--- config.mk ---
export PLATFORM = sky130hd
export DESIGN_NAME = dds_wave_core
export DESIGN_NICKNAME = d
export VERILOG_FILES = /design/src/rtl/dds_wave_core.sv
export SDC_FILE = /design/constraint.sdc
export NUM_CORES = 1
export LEC_CHECK = 0
export BUFFER_PORTS_ARGS = -buffer_cell sky130_fd_sc_hd__clkbuf_2
export CAP_MARGIN = 25
export CORE_ASPECT_RATIO = 0.9
export CORE_UTILIZATION = 35
export CTS_CLUSTER_SIZE = 14
export DETAILED_ROUTE_END_ITERATION = 8
export GPL_ROUTABILITY_DRIVEN = 0
export MAX_ROUTING_LAYER = met4
export RECOVER_POWER = 50
export SYNTH_ARGS = -nofsm -noshare
export SYNTH_HDL_FRONTEND = slang
export SYNTH_SLANG_ARGS = --single-unit
--- constraint.sdc ---
create_clock -name clk -period 4.3 [get_ports clk]
set_input_delay 0.215 -clock clk [delete_from_list [all_inputs] [get_ports clk]]
set_output_delay 0.215 -clock clk [all_outputs]
set_load 0.1 [all_outputs]
--- src/rtl/dds_wave_core.sv ---
// dds_wave_core: DDS waveform engine with a phase accumulator, four waveforms
// (sine from an external registered ROM, sawtooth, square, triangle) and
// amplitude scaling. Configuration comes in over a valid/ready handshake and is
// shadowed until a phase wrap, so waveform changes never tear mid-period.
// Optional build macro DDS_SYNC_OUT_EN adds a sync_out pulse that marks the
// first output sample after each accumulator wrap.
module dds_wave_core #(
   parameter int ACC_W  = 32,
   parameter int ADDR_W = 9,
   parameter int DATA_W = 8,
   parameter int AMP_W  = 4
) (
   input  logic                    clk,
   input  logic                    rst_n,
   input  logic                    en,
   input  logic                    cfg_valid,
   output logic                    cfg_ready,
   input  logic [1:0]              cfg_wave,
   input  logic [ACC_W-1:0]        cfg_fword,
   input  logic [ADDR_W-1:0]       cfg_poff,
   input  logic [ADDR_W-1:0]       cfg_duty,
   input  logic [AMP_W-1:0]        cfg_amp,
   output logic [ADDR_W-1:0]       rom_addr,
   input  logic [DATA_W-1:0]       rom_data,
   output logic [DATA_W+AMP_W-1:0] wave_out,
   output logic                    wave_valid
`ifdef DDS_SYNC_OUT_EN
   ,
   output logic                    sync_out
`endif
);

   localparam int OUT_W = DATA_W + AMP_W;
   localparam logic [ADDR_W-1:0] DUTY_RST = ADDR_W'(1) << (ADDR_W - 1);
   localparam logic [AMP_W-1:0]  AMP_RST  = AMP_W'(1);

   typedef enum logic [1:0] {IDLE, RUN, ARMED} state_t;

   state_t              state;
   logic [ACC_W-1:0]    acc;
   logic [ACC_W:0]      acc_sum;
   logic                wrap;
   logic                accept;
   logic                apply;
   logic [ADDR_W-1:0]   phase;

   logic [1:0]          wave_act, wave_sh;
   logic [ACC_W-1:0]    fword_act, fword_sh;
   logic [ADDR_W-1:0]   poff_act, poff_sh;
   logic [ADDR_W-1:0]   duty_act, duty_sh;
   logic [AMP_W-1:0]    amp_act, amp_sh;

   logic                vld_p1, vld_p2;
   logic [ADDR_W-1:0]   phase_p1, phase_p2;
   logic [1:0]          wave_p1, wave_p2;
   logic [ADDR_W-1:0]   duty_p1, duty_p2;
   logic [AMP_W-1:0]    amp_p1, amp_p2;
   logic [DATA_W-1:0]   sample_p2;

   // Selects the raw sample for one phase index; the triangle folds the upper
   // half of the period by inverting the doubled phase.
   function automatic logic [DATA_W-1:0] wave_sample(input logic [1:0]        wave,
                                                     input logic [ADDR_W-1:0] p,
                                                     input logic [ADDR_W-1:0] duty,
                                                     input logic [DATA_W-1:0] sine);
      logic [ADDR_W-1:0] dbl;
      logic [ADDR_W-1:0] tri_v;
      dbl   = {p[ADDR_W-2:0], 1'b0};
      tri_v = p[ADDR_W-1] ? ~dbl : dbl;
      case (wave)
         2'd0:    wave_sample = sine;
         2'd1:    wave_sample = p[ADDR_W-1 -: DATA_W];
         2'd2:    wave_sample = (p < duty) ? '1 : '0;
         default: wave_sample = tri_v[ADDR_W-1 -: DATA_W];
      endcase
   endfunction

   // Full-width unsigned amplitude scaling; the product always fits, so no clipping.
   function automatic logic [OUT_W-1:0] scale(input logic [DATA_W-1:0] s,
                                              input logic [AMP_W-1:0]  a);
      logic [OUT_W-1:0] s_w;
      logic [OUT_W-1:0] a_w;
      s_w   = OUT_W'(s);
      a_w   = OUT_W'(a);
      scale = s_w * a_w;
   endfunction

   assign acc_sum = {1'b0, acc} + {1'b0, fword_act};
   assign wrap    = en & acc_sum[ACC_W];
   assign phase   = acc[ACC_W-1 -: ADDR_W] + poff_act;
   assign accept  = cfg_valid & cfg_ready;
   // A stopped or frozen accumulator would never wrap, so apply at once then.
   assign apply   = (state == ARMED) & (wrap | ~en | (fword_act == '0));

   // Phase accumulator advances by the active tuning word while enabled.
   always_ff @(posedge clk or negedge rst_n) begin
      if (!rst_n) begin
         acc <= '0;
      end else if (en) begin
         acc <= acc_sum[ACC_W-1:0];
      end
   end

   // Config FSM: capture into shadow, then copy shadow to active when safe.
   always_ff @(posedge clk or negedge rst_n) begin
      if (!rst_n) begin
         state     <= IDLE;
         cfg_ready <= 1'b1;
         wave_sh   <= '0;
         fword_sh  <= '0;
         poff_sh   <= '0;
         duty_sh   <= '0;
         amp_sh    <= '0;
         wave_act  <= 2'd0;
         fword_act <= '0;
         poff_act  <= '0;
         duty_act  <= DUTY_RST;
         amp_act   <= AMP_RST;
      end else begin
         case (state)
            IDLE, RUN: begin
               if (accept) begin
                  wave_sh   <= cfg_wave;
                  fword_sh  <= cfg_fword;
                  poff_sh   <= cfg_poff;
                  duty_sh   <= cfg_duty;
                  amp_sh    <= cfg_amp;
                  state     <= ARMED;
                  cfg_ready <= 1'b0;
               end else begin
                  state <= en ? RUN : IDLE;
               end
            end
            ARMED: begin
               if (apply) begin
                  wave_act  <= wave_sh;
                  fword_act <= fword_sh;
                  poff_act  <= poff_sh;
                  duty_act  <= duty_sh;
                  amp_act   <= amp_sh;
                  state     <= en ? RUN : IDLE;
                  cfg_ready <= 1'b1;
               end
            end
            default: begin
               state     <= IDLE;
               cfg_ready <= 1'b1;
            end
         endcase
      end
   end

   // ---- S1: phase index to ROM, config captured alongside its sample ----
   // S1 control: ROM address and valid.
   always_ff @(posedge clk or negedge rst_n) begin
      if (!rst_n) begin
         rom_addr <= '0;
         vld_p1   <= 1'b0;
      end else begin
         rom_addr <= phase;
         vld_p1   <= en;
      end
   end

   // S1/S2 data: config fields ride with the phase so ROM data lines up in S2.
   always_ff @(posedge clk) begin
      phase_p1 <= phase;
      wave_p1  <= wave_act;
      duty_p1  <= duty_act;
      amp_p1   <= amp_act;
      phase_p2 <= phase_p1;
      wave_p2  <= wave_p1;
      duty_p2  <= duty_p1;
      amp_p2   <= amp_p1;
   end

   // ---- S2: ROM data valid, waveform selection ----
   assign sample_p2 = wave_sample(wave_p2, phase_p2, duty_p2, rom_data);

   // S2 control valid, then S3 scaling; wave_out holds while no live sample.
   always_ff @(posedge clk or negedge rst_n) begin
      if (!rst_n) begin
         vld_p2     <= 1'b0;
         wave_valid <= 1'b0;
         wave_out   <= '0;
      end else begin
         vld_p2     <= vld_p1;
         wave_valid <= vld_p2;
         // ---- S3: amplitude scaling ----
         if (vld_p2) begin
            wave_out <= scale(sample_p2, amp_p2);
         end
      end
   end

`ifdef DDS_SYNC_OUT_EN
   logic wrap_q, sync_p1, sync_p2;

   // Wrap flag first lines up with the post-wrap accumulator value, then
   // follows that sample through the three pipeline stages.
   always_ff @(posedge clk or negedge rst_n) begin
      if (!rst_n) begin
         wrap_q   <= 1'b0;
         sync_p1  <= 1'b0;
         sync_p2  <= 1'b0;
         sync_out <= 1'b0;
      end else begin
         wrap_q   <= wrap;
         sync_p1  <= wrap_q;
         sync_p2  <= sync_p1;
         sync_out <= sync_p2;
      end
   end
`endif

endmodule

==> impl_metrics.toml <==
[synthesis]
synth.avg_cell_area_um2 = 12.0
yosys.area.top_type_share_pct = 39.0
yosysTopAreaCell = "dfrtp_1"
ys_seq_elements = 219
synth_warnings = 0
synth-seq-area-share_pct = 48.7
ys_async_sr_fraction_pct = 78.1
synth.net_count = 1042
synth_ff_type = "dfrtp_1"
synth_common_cells = "168 x dfrtp_1, 100 x mux2_2, 64 x ha_1"
syn_inst = 896
yosysUniqueCellTypes = 61
synth_most_common_cell = "dfrtp_1"
synth_area_leaders = "dfrtp_1 39%, mux2_2 10%, dfxtp_1 8.9%, ha_1 7.4%, mux2_4 5.6%"
synthesis.area_um2 = 10800
synth_edf_count = 0

[setup_path]
end_kind = "flop"
rr_endpoint = "wave_out[10]"
crit_required_ps = 4720
critPathBufInv = 4
path_cells = "inv_1 > ha_1 > a21o_1 > a21oi_2 > o211ai_1 > nand2_2 > buf_4 > o21ai_1 > a22oi_2 > and2_1 > fa_1 > inv_1 > fa_1 > inv_1 > ha_1 > a21boi_2 > o21ai_2 > a21boi_2 > o21a_1 > o21a_1 > o31ai_2"
crit_slowest_cell = "fa_1"
crit_fanout = 5
crit_cells = 21
cp-startpoint = "duty_p2[1]"
timing.rr.start = "duty_p2[1]"
critical_path_class = "reg -> reg"
cpPeakStageDelay_ps = 520
rrSetupSlack_ps = -5
ff2ff_path_depth = 21
cp_top_family = "compound AO/OA/AOI/OAI gates"
cpMostUsedCell = "inv_1"
cp_data_arrival_time_ps = 4730
startpoint_type = "flop"
worstSetupEndpoint = "wave_out[10]"

[drt]
wirelength_mm = 22.0
wl_met3_um = 685
avgViaCountPerCell = 4.76
vias = 7133
drt_iter0_drc = 329
drt_first_pass_iters = 5
ant_nets = 0
wl_met1_mm = 11.1
drc_errors = 0
met2_length_mm = 9.76
highest_layer = "met4"
wl_per_cell_um = 14.7

[place]
portBuffers = 90
place_ws_ps = -292
dpl.hpwl_mm = 15.7

[floorplan]
dieArea_um2 = 31500
die_w_um = 187
core_area_um2 = 30100
floorplan.initialDensity_pct = 35.8
die_h_um = 168
pin_count = 91
rows = 60

[clocking]
cts.clk_slew.worst_paths_ps = 60
clockBufferDepth = 3
clock_sinks = 219
cts-htree-levels = 1
numCtsBuffers = 24
cts_tree = "yes"
insertion_delay_ps = 520
clockRootBuffer = "clkbuf_16"

[layout]
n_antenna_cell = 0
fin_nets = 1222
drive_gt1_share_pct = 32.4
area_growth_pct = 25.2
post-route-util_pct = 44.8

[sta]
rsz0062_at_grt = "yes"
timing.final.crit_share_pct = 100
fin_ws_ps = -5.23
timing.fmax_mhz = 232
worstMarginPinSlew_ps = 2220
period_needed_ps = 4310
relSlewSlack_pct = -47.9
drv_slew = 164
setup_violations = 1
tns_ps = -5.23
hold_viol_final = 0
fin_worst_skew_ps = 15.2
holdWs_ps = 34.1

[global_route]
grt_pass1_wl_mm = 36.7
overflow = 0
grt_max_degree = 101
antenna_found_initial = 0
track_usage_pct = 14.7
grt_pass1_vias = 7097

[pwr]
p_per_area_nw_per_um2 = 344
power_leakage_nw = 6.67
vdd_ir_drop_max_mv = 0.268

[run]
max_cap_viol_count = 3

[status]
violations = "capacitance limit, slew limit, setup timing"
status = "complete, but fails checks"

[min_path]
hold_class = "in -> reg"
==> cells by family (layout without fill, tap and decap cells) <==
family	count (synthesis)	after routing	share of synthesized area, %
DFF	219	219	48.7
AOI/OAI and AO/OA	169	169	10.7
and+or+nand+nor	160	160	7.55
muxes	141	141	16.1
buffers and inverters	85	283	3.32
adders and majority gates	78	78	10.0
xor gates and xnor gates	44	44	3.58
==> what timing repair did <==
item / 4_1_cts / 5_1_grt
pin swaps: 25 / 15
buffers inserted: 7 / 0
endpoints found under the hold margin: 153 / 0
gates resized for setup: 29 / 19
endpoints found under the setup margin: 4 / 6
hold buffers: 57 / 0
==> worst min-delay path by stage <==
stage                           from    endpoint  slack (ps)  depth (start not counted)
after global placement     amp_p1[0]   amp_p2[0]         310                          0
after CTS                  cfg_valid   cfg_ready          10                          3
final                      cfg_valid   cfg_ready          30                          3
after global routing       cfg_valid   cfg_ready          30                          3
after floorplan                rst_n      acc[0]         -80                          0
after detailed placement  duty_p1[2]  duty_p2[2]         310                          0
==> placed cells by master, fill, tap and decap left out, drive strengths merged, types with 6 or more instances in the layout <==
cell type and n:
dfrtp 168, a21oi 38, a21o 25, clkbuf 127
buf 35, a211oi 7, xnor2 35, and2 23
nor2b 9, nor3 16, nand2 50, o22ai 8
mux2 140, dlygate4sd3 57, inv 56, fa 14
nor2 20, dfxtp 48, o21ai 33, nand4 9
xor2 9, nor4 9, clkinv 6, ha 64
o21a 9, a22oi 7
==> power breakdown <==
group / internal, W / switching (W) / total (W)
registers: 0.00209 / 0.0000266 / 0.00212
clock network: 0.00136 / 0.000839 / 0.00220
logic: 0.000138 / 0.000194 / 0.000331
total: 0.00359 / 0.00106 / 0.00465
==> flip-flops by register name, summed over array words and instances, names as in the netlist, 4 cells and up <==
name and cells:
amp_p1 4, amp_sh 4, amp_act 4, fword_act 32, duty_act 9, duty_p1 9
phase_p2 9, rom_addr 9, amp_p2 4, poff_sh 9, fword_sh 32, phase_p1 9
duty_sh 9, duty_p2 9, poff_act 9, wave_out 12, acc 32
==> layer usage <==
layer  up-vias  track usage (%)
met3        33             2.13
li1       3549                -
met1      3433             20.7
met2       118             22.3
met5         -                -
met4         0             3.53
==> per-stage QoR <==
stage,std cells,power (W),area [um2]
after floorplan,896,0.00232,10800
after global placement,1393,0.00245,11900
final,1497,0.00465,13500
after CTS,1501,0.00472,13500
after detailed placement,1393,0.00245,11900
after global routing,1497,0.00483,13500
==> worst reg2reg max path, stage by stage (launching register included) <==
cell and delay (ps):
dfxtp_1 310, inv_1 40, ha_1 270, a21o_1 130, a21oi_2 50, o211ai_1 270, nand2_2 160, buf_4 180
o21ai_1 130, a22oi_2 90, and2_1 190, fa_1 500, inv_1 50, fa_1 520, inv_1 40, ha_1 280
a21boi_2 180, o21ai_2 160, a21boi_2 80, o21a_1 190, o21a_1 190, o31ai_2 200
==> area by class of cell <==
type,instances,area (um2)
fillers,2789,16600
clock inverters,11,113
multi-input cells,592,5350
well taps,403,504
inverters,53,199
repair buffers,186,1320
flip-flops and latches,219,5250
clock buffers,33,758
Note: power is estimated with default switching activity, not from simulation.
